**src/rtl/polar_pkg.sv**
```systemverilog
// Shared types, constants and helpers for the streaming polar encoder.
package polar_pkg;

    // Polar kernel F = [[1,0],[1,1]] packed row-major as {F00, F01, F10, F11}
    localparam logic [3:0] F_KERNEL = 4'b1011;

    localparam int         DEFAULT_N           = 8;
    localparam int         DEFAULT_K           = 4;
    localparam logic [7:0] DEFAULT_FROZEN_MASK = 8'b0001_0111;

    typedef enum logic [1:0] {
        COLLECT = 2'd0,
        ENCODE  = 2'd1,
        EMIT    = 2'd2
    } enc_state_t;

    function automatic int clog2_pow2(input int n);
        int r;
        r = 0;
        while ((1 << r) < n) r++;
        return r;
    endfunction

    function automatic bit is_pow2(input int n);
        return (n >= 2) && ((1 << clog2_pow2(n)) == n);
    endfunction

    function automatic int bitrev(input int idx, input int width);
        int r;
        r = 0;
        for (int b = 0; b < width; b++) r = (r << 1) | ((idx >> b) & 1);
        return r;
    endfunction

endpackage

```
**src/rtl/polar_encoder_stream_if.sv**
```systemverilog
// Handshake bundle of the polar encoder: info-bit input stream, code-bit output stream, busy.
interface polar_encoder_stream_if;
    logic in_valid;
    logic in_bit;
    logic in_ready;
    logic out_valid;
    logic out_bit;
    logic out_last;
    logic out_ready;
    logic busy;

    modport master (
        output in_valid, in_bit, out_ready,
        input  in_ready, out_valid, out_bit, out_last, busy
    );

    modport slave (
        input  in_valid, in_bit, out_ready,
        output in_ready, out_valid, out_bit, out_last, busy
    );
endinterface

```
**src/rtl/polar_butterfly_stage.sv**
```systemverilog
// One combinational butterfly stage of x = u*F^{(x)n}: pairs (i, i+2^s) with bit s of i clear.
module polar_butterfly_stage
    import polar_pkg::*;
#(
    parameter int N     = 8,
    parameter int LOG2N = 3,
    parameter int SW    = 2
) (
    input  logic [N-1:0]  v_in,
    input  logic [SW-1:0] s,
    output logic [N-1:0]  v_out
);

    logic [LOG2N-1:0][N-1:0] stg;

    for (genvar t = 0; t < LOG2N; t++) begin : g_stage
        for (genvar i = 0; i < N; i++) begin : g_pair
            if (((i >> t) & 1) == 0) begin : g_top
                assign stg[t][i]          = (v_in[i] & F_KERNEL[3]) ^ (v_in[i + (1 << t)] & F_KERNEL[1]);
                assign stg[t][i + (1 << t)] = (v_in[i] & F_KERNEL[2]) ^ (v_in[i + (1 << t)] & F_KERNEL[0]);
            end
        end
    end

    always_comb begin
        v_out = v_in;
        for (int t = 0; t < LOG2N; t++) begin
            if (s == SW'(t)) v_out = stg[t];
        end
    end

endmodule

```
**src/rtl/polar_encoder_stream.sv**
```systemverilog
// Streaming non-systematic polar encoder: collect K info bits, LOG2N butterfly cycles, emit N code bits.
// Define POLAR_ENC_BIT_REVERSE_EN to emit the codeword in bit-reversed index order.
module polar_encoder_stream
    import polar_pkg::*;
#(
    parameter int             N           = DEFAULT_N,
    parameter int             K           = DEFAULT_K,
    parameter logic [N-1:0]   FROZEN_MASK = DEFAULT_FROZEN_MASK
) (
    input  logic                  clk,
    input  logic                  rst_n,
    polar_encoder_stream_if.slave bus
);

    localparam int LOG2N = $clog2(N);
    localparam int SW    = (LOG2N > 1) ? $clog2(LOG2N) : 1;
    localparam int CW    = $clog2(K + 1);

    if (!is_pow2(N)) begin : g_bad_n
        $error("polar_encoder_stream: N must be a power of two >= 2");
    end
    if ($countones(FROZEN_MASK) != N - K) begin : g_bad_mask
        $error("polar_encoder_stream: popcount(FROZEN_MASK) must equal N-K");
    end

    enc_state_t       state, state_next;
    logic [N-1:0]     v, v_next, v_stage;
    logic [CW-1:0]    cnt, cnt_next;
    logic [SW-1:0]    stage, stage_next;
    logic [LOG2N-1:0] idx, idx_next, emit_pos;
    logic             in_ready_c, out_valid_c, out_bit_c, out_last_c, busy_c;

    // Map the j-th info bit onto the j-th non-frozen u position.
    function automatic logic [LOG2N-1:0] info_index(input logic [CW-1:0] j);
        logic [LOG2N-1:0] pos;
        int               seen;
        pos  = '0;
        seen = 0;
        for (int i = 0; i < N; i++) begin
            if (!FROZEN_MASK[i]) begin
                if (seen == int'(j)) pos = LOG2N'(i);
                seen++;
            end
        end
        return pos;
    endfunction

    polar_butterfly_stage #(.N(N), .LOG2N(LOG2N), .SW(SW)) u_stage (
        .v_in  (v),
        .s     (stage),
        .v_out (v_stage)
    );

`ifdef POLAR_ENC_BIT_REVERSE_EN
    assign emit_pos = LOG2N'(bitrev(int'(idx), LOG2N));
`else
    assign emit_pos = idx;
`endif

    always_ff @(posedge clk or negedge rst_n) begin
        if (!rst_n) begin
            state <= COLLECT;
            v     <= '0;
            cnt   <= '0;
            stage <= '0;
            idx   <= '0;
        end else begin
            state <= state_next;
            v     <= v_next;
            cnt   <= cnt_next;
            stage <= stage_next;
            idx   <= idx_next;
        end
    end

    // The u/v register is reused in place: filled in COLLECT, transformed in ENCODE, read out in EMIT.
    always_comb begin
        state_next  = state;
        v_next      = v;
        cnt_next    = cnt;
        stage_next  = stage;
        idx_next    = idx;
        in_ready_c  = 1'b0;
        out_valid_c = 1'b0;
        out_bit_c   = 1'b0;
        out_last_c  = 1'b0;
        busy_c      = (state != COLLECT) || (cnt != '0);

        case (state)
            COLLECT: begin
                in_ready_c = 1'b1;
                if (bus.in_valid) begin
                    v_next[info_index(cnt)] = bus.in_bit;
                    if (cnt == CW'(K - 1)) begin
                        cnt_next   = '0;
                        stage_next = '0;
                        state_next = ENCODE;
                    end else begin
                        cnt_next = cnt + CW'(1);
                    end
                end
            end
            ENCODE: begin
                v_next = v_stage;
                if (stage == SW'(LOG2N - 1)) begin
                    stage_next = '0;
                    idx_next   = '0;
                    state_next = EMIT;
                end else begin
                    stage_next = stage + SW'(1);
                end
            end
            EMIT: begin
                out_valid_c = 1'b1;
                out_bit_c   = v[emit_pos];
                out_last_c  = (idx == LOG2N'(N - 1));
                if (bus.out_ready) begin
                    if (out_last_c) begin
                        idx_next   = '0;
                        v_next     = '0;
                        state_next = COLLECT;
                    end else begin
                        idx_next = idx + LOG2N'(1);
                    end
                end
            end
            default: state_next = COLLECT;
        endcase
    end

    assign bus.in_ready  = in_ready_c;
    assign bus.out_valid = out_valid_c;
    assign bus.out_bit   = out_bit_c;
    assign bus.out_last  = out_last_c;
    assign bus.busy      = busy_c;

endmodule

```
**src/flat_wrapper.sv**
```systemverilog
// flat-port wrapper written by rule: the top's interface ports become plain ports
module polar_encoder_stream_flat import polar_pkg::*;
#(
    parameter int             N           = DEFAULT_N,
    parameter int             K           = DEFAULT_K,
    parameter logic [N-1:0]   FROZEN_MASK = DEFAULT_FROZEN_MASK
)
  (clk, rst_n, bus_in_valid, bus_in_bit, bus_out_ready, bus_in_ready, bus_out_valid, bus_out_bit, bus_out_last, bus_busy);
  polar_encoder_stream_if bus_i ();
  input  logic clk;
  input  logic rst_n;
  input wire logic [$bits(bus_i.in_valid)-1:0] bus_in_valid;
  input wire logic [$bits(bus_i.in_bit)-1:0] bus_in_bit;
  input wire logic [$bits(bus_i.out_ready)-1:0] bus_out_ready;
  output wire logic [$bits(bus_i.in_ready)-1:0] bus_in_ready;
  output wire logic [$bits(bus_i.out_valid)-1:0] bus_out_valid;
  output wire logic [$bits(bus_i.out_bit)-1:0] bus_out_bit;
  output wire logic [$bits(bus_i.out_last)-1:0] bus_out_last;
  output wire logic [$bits(bus_i.busy)-1:0] bus_busy;
  assign bus_i.in_valid = bus_in_valid;
  assign bus_i.in_bit = bus_in_bit;
  assign bus_i.out_ready = bus_out_ready;
  assign bus_in_ready = bus_i.in_ready;
  assign bus_out_valid = bus_i.out_valid;
  assign bus_out_bit = bus_i.out_bit;
  assign bus_out_last = bus_i.out_last;
  assign bus_busy = bus_i.busy;
  polar_encoder_stream #(.N(N), .K(K), .FROZEN_MASK(FROZEN_MASK)) u_core (.clk(clk), .rst_n(rst_n), .bus(bus_i));
endmodule
```
**config.mk**
```make
export PLATFORM = sky130hd
export DESIGN_NAME = polar_encoder_stream_flat
export DESIGN_NICKNAME = d
export VERILOG_FILES = /design/src/rtl/polar_pkg.sv /design/src/rtl/polar_encoder_stream_if.sv /design/src/rtl/polar_butterfly_stage.sv /design/src/rtl/polar_encoder_stream.sv /design/src/flat_wrapper.sv
export SDC_FILE = /design/constraint.sdc
export NUM_CORES = 1
export LEC_CHECK = 0
export CORE_UTILIZATION = 41
export DETAILED_ROUTE_END_ITERATION = 12
export GPL_TIMING_DRIVEN = 0
export SETUP_SLACK_MARGIN = 0.02
export SLEW_MARGIN = 20
export SYNTH_ARGS = -nofsm -noshare
export SYNTH_HDL_FRONTEND = slang
export SYNTH_SLANG_ARGS = --single-unit
```
**constraint.sdc**
```tcl
create_clock -name clk -period 2.35 [get_ports clk]
set_input_delay 0.705 -clock clk [delete_from_list [all_inputs] [get_ports clk]]
set_output_delay 0.705 -clock clk [all_outputs]
set_load 0.02 [all_outputs]
```
==> results of run 1 <==
cells in the final DEF (no fill, tap or decap), types with 3 or more instances in the layout:
cell,count
a21oi_1,5
a22o_1,7
buf_4,8
clkbuf_4,4
clkdlybuf4s50_1,4
dfrtp_1,9
dfrtp_2,9
ha_1,7
ha_2,3
inv_1,12
mux2_1,4
mux2i_1,4
nand2_1,8
nand2b_1,3
nand3_1,7
nor2_1,7
nor2b_1,4
nor3_1,3
o2111ai_1,3
o21ai_0,6
o22ai_1,3
xnor2_1,6
xor2_1,3
per-layer routing:
layer | vias to the layer above | part of all wire, %
met5 | - | 0
met1 | 649 | 48
met4 | 0 | 0.79
met3 | 4 | 5.1
li1 | 642 | -
met2 | 29 | 46
critical path: stages, from the launching register on:
cell and delay (ns):
dfrtp_2 0.43, buf_12 0.11, mux4_2 0.47, mux2i_1 0.14
nor2b_1 0.06, buf_2 0.15
logic make-up (layout without fill, tap and decap cells):
kind of cell | after synthesis | in the layout
AND/OR/NAND/NOR | 44 | 44
XOR/XNOR | 9 | 9
adder cells (fa/ha/maj) | 10 | 10
multiplexers | 10 | 10
buffers and inverters | 18 | 39
AO/OA/AOI/OAI | 49 | 49
flip-flops | 18 | 18
cell usage after synthesis, types with 2 or more instances:
master | n | area share (%)
a21oi_1 | 5 | 1.7
dfrtp_1 | 18 | 30
xor2_1 | 3 | 1.7
o32ai_1 | 2 | 1.2
a22o_1 | 7 | 4.1
a2bb2oi_1 | 2 | 1.2
nor3_1 | 3 | 1.0
and2_1 | 2 | 0.83
nor4_1 | 2 | 0.83
nand3_1 | 7 | 2.3
nand2_1 | 8 | 2.0
buf_2 | 2 | 0.66
inv_1 | 13 | 3.2
nand2b_1 | 3 | 1.2
mux2i_1 | 4 | 2.7
a32o_1 | 2 | 1.3
o21ai_0 | 6 | 2.0
nor2b_1 | 5 | 2.1
ha_1 | 10 | 8.3
a31oi_1 | 2 | 0.83
nor2_1 | 7 | 1.7
o2111ai_1 | 3 | 1.7
a31o_2 | 2 | 1.2
xnor2_1 | 6 | 3.5
or3_1 | 2 | 0.83
mux2_1 | 4 | 3.0
o22ai_1 | 3 | 1.2
mux4_2 | 2 | 3.0
through the flow:
stage,cell area (um2),worst slack (ns),setup TNS [ns],instances
after CTS,1757,-0.02332,-0.04096,222
after global routing,1778,-0.1122,-0.1122,225
after global placement,1654,-0.1248,-0.3769,213
after floorplan,1506,0.3261,0,158
after detailed placement,1654,-0.1349,-0.4726,213
final,1778,-0.02255,-0.02255,225
cell type report:
cell class	instances	area share (%)
buffer	5	1.548
clock buffer	4	2.041
inverter	13	2.745
multi-input combinational	122	56.09
sequential	18	25.97
tap	46	3.237
timing repair buffer	17	8.374
repair_timing:
action / in CTS / in global routing
gates cloned: 0 / 0
buffers inserted: 5 / 3
endpoints found under the setup margin: 4 / 4
hold endpoints to repair: 0 / 0
resized for setup: 22 / 6
final timing paths:
path,from,to,slack [ns],depth (start not counted)
max,u_core.emit_pos[1]$_DFFE_PN0P_,bus_out_bit,-0.02,5
min,u_core.cnt[1]$_DFFE_PN0P_,u_core.cnt[1]$_DFFE_PN0P_,0.56,2
min reg2reg,u_core.cnt[1]$_DFFE_PN0P_,u_core.cnt[1]$_DFFE_PN0P_,0.56,2
max in group asynchronous,rst_n,u_core.v[7]$_DFFE_PN0P_,0.89,1
max reg2reg,u_core.state[1]$_DFFE_PN0P_,flop,0.25,6
min in group asynchronous,rst_n,async pin,0.87,1
report_power, final:
group	switching [mW]	total, mW	internal (mW)	leakage [nW]
logic	0.975	1.82	0.845	0.513
clock network	0.110	0.205	0.0946	0.0210
registers	0.152	0.599	0.446	0.223
total	1.24	2.62	1.39	0.757
==> key figures, run 1 <==
CTS
  • CTS buffer count: 3
  • Clock buffer depth: 2
  • Worst-path clk slew: 0.12 ns
  • CTS tree: built
  • CTS Hold Buffers Added: 0
  • Deepest level of the CTS H-tree: 1
  • Clk sinks: 18
  • Root Driver: clkbuf_4
  • Clk_lat worst skew: 0.31 ns

Synthesis
  • Yosys cell types: 51
  • Synth Area in Simple Gates: 16.61%
  • Fraction of the yosys area taken by sequential cells: between 20% and 30%
  • Adder-Cell Fraction of Synth Area: 8.306%
  • Post-synthesis mux area share: 8.638%
  • Largest family of logic cells by synthesized area: compound AO/OA/AOI/OAI gates
  • Avg Cell Area, Syn: 9.534 um2
  • Syn_nets: 173
  • Asr flop ratio synth: 100.0%
  • Mapped Area: 0.001506 mm2
  • Yosys Warn Count: 0
  • EDFF count, synth: 0
  • Top_reg_cell synth: dfrtp_1
  • Post-Synthesis Cells: 158
  • Xor/xnor share of the synthesized area: 5.233%
  • Yosys reg bits: 18
  • Synth Area in Compound Gates: a little over a quarter

Global route
  • GRT Max-Usage Layer: met2
  • Met3 usage: around 4.0%
  • GRT overflow: 0
  • Met2 Resource Use GR: 32.20%
  • Antenna violations before repair: 0
  • Vias in the first global route: 1287
  • M1 GR Usage: 29.35%
  • Largest net degree at the start of global routing: 19
  • First-pass GRT wire length: 6458 um
  • Total GRT Usage: 20.67%

STA
  • Fmax: 421.5 MHz
  • Final Slew Violations: 0
  • Hold slack: 0.5605 ns
  • # setup viols final: 1
  • Clock skew: 0.006002 ns
  • Final Hold Viols: 0
  • Period utilization: 101.0%
  • Slew headroom: 42.88%
  • Worst setup margin: -0.02255 ns
  • Min Clock Period, post-route: 2.373 ns
  • RSZ-0062 raised after global routing: true
  • Worst Tran Pin Value: 0.8542 ns

Detailed routing
  • Vias per cell: 5.884
  • TritonRoute pass-1 iters: 4
  • DR DRC count: 0
  • Post-route ant nets: 0
  • Wirelength, routed: 3677 um
  • Routed via count: 1324
  • DR WL/cell: approximately 16 um
  • Initial DRC Count: 80

Floorplan
  • Num rows: 21
  • Starting Density: 44.10%
  • Io pins: 10
  • Die Wd: between 60 and 70 um
  • Core Region: 0.003416 mm2
  • Die Area: roughly 0.0039 mm2
  • Die Ht: 62.62 um

Power
  • Peak supply drop: 679.0 uV
  • Power Density: 1475 mW/mm2
  • Leakage power: ~0.76 nW
  • Tot Pwr: between 2 and 3 mW

Worst setup path
  • Worst Setup Start Kind: flop
  • Crit path arrival time: 1.67 ns
  • Critical Path Fanout Max: 3
  • Critical Path End Type: output port
  • WS Path Type: reg -> out
  • Critical path required time: 1.64 ns

Placement
  • RD Place Congestion: ~0.9
  • Buffers on Ports: 9
  • HPWL Detailed: 2736 um

Finish
  • FILL cells: 324
  • Post-layout net count: 195
  • Layout cells sized above 1: 24.58%
  • Footprint of the multi-input gates: about 1000 um2
  • Diode count: 0
  • Sequential cell area: 461.7 um2
  • Area Overhead vs Synth: 18.02%
  • Post-layout utilization of the core: 52.05%

Status
  • Status: complete, but fails checks
  • Failing checks: negative setup slack

Job
  • Max-cap violations: 0

Min path
  • Worst hold path class: reg -> reg
No activity file was read; power rests on OpenSTA's default activity.
==> run 2, diff against run 1 <==
- HOLD_SLACK_MARGIN: unset -> 0.05
==> results of run 2 <==
No change in the layout: final DEF, timing and power equal those of run 1.
==> run 3, diff against run 2 <==
- CTS_CLUSTER_DIAMETER: unset -> 200
==> results of run 3 <==
No change in the layout: final DEF, timing and power equal those of run 1.
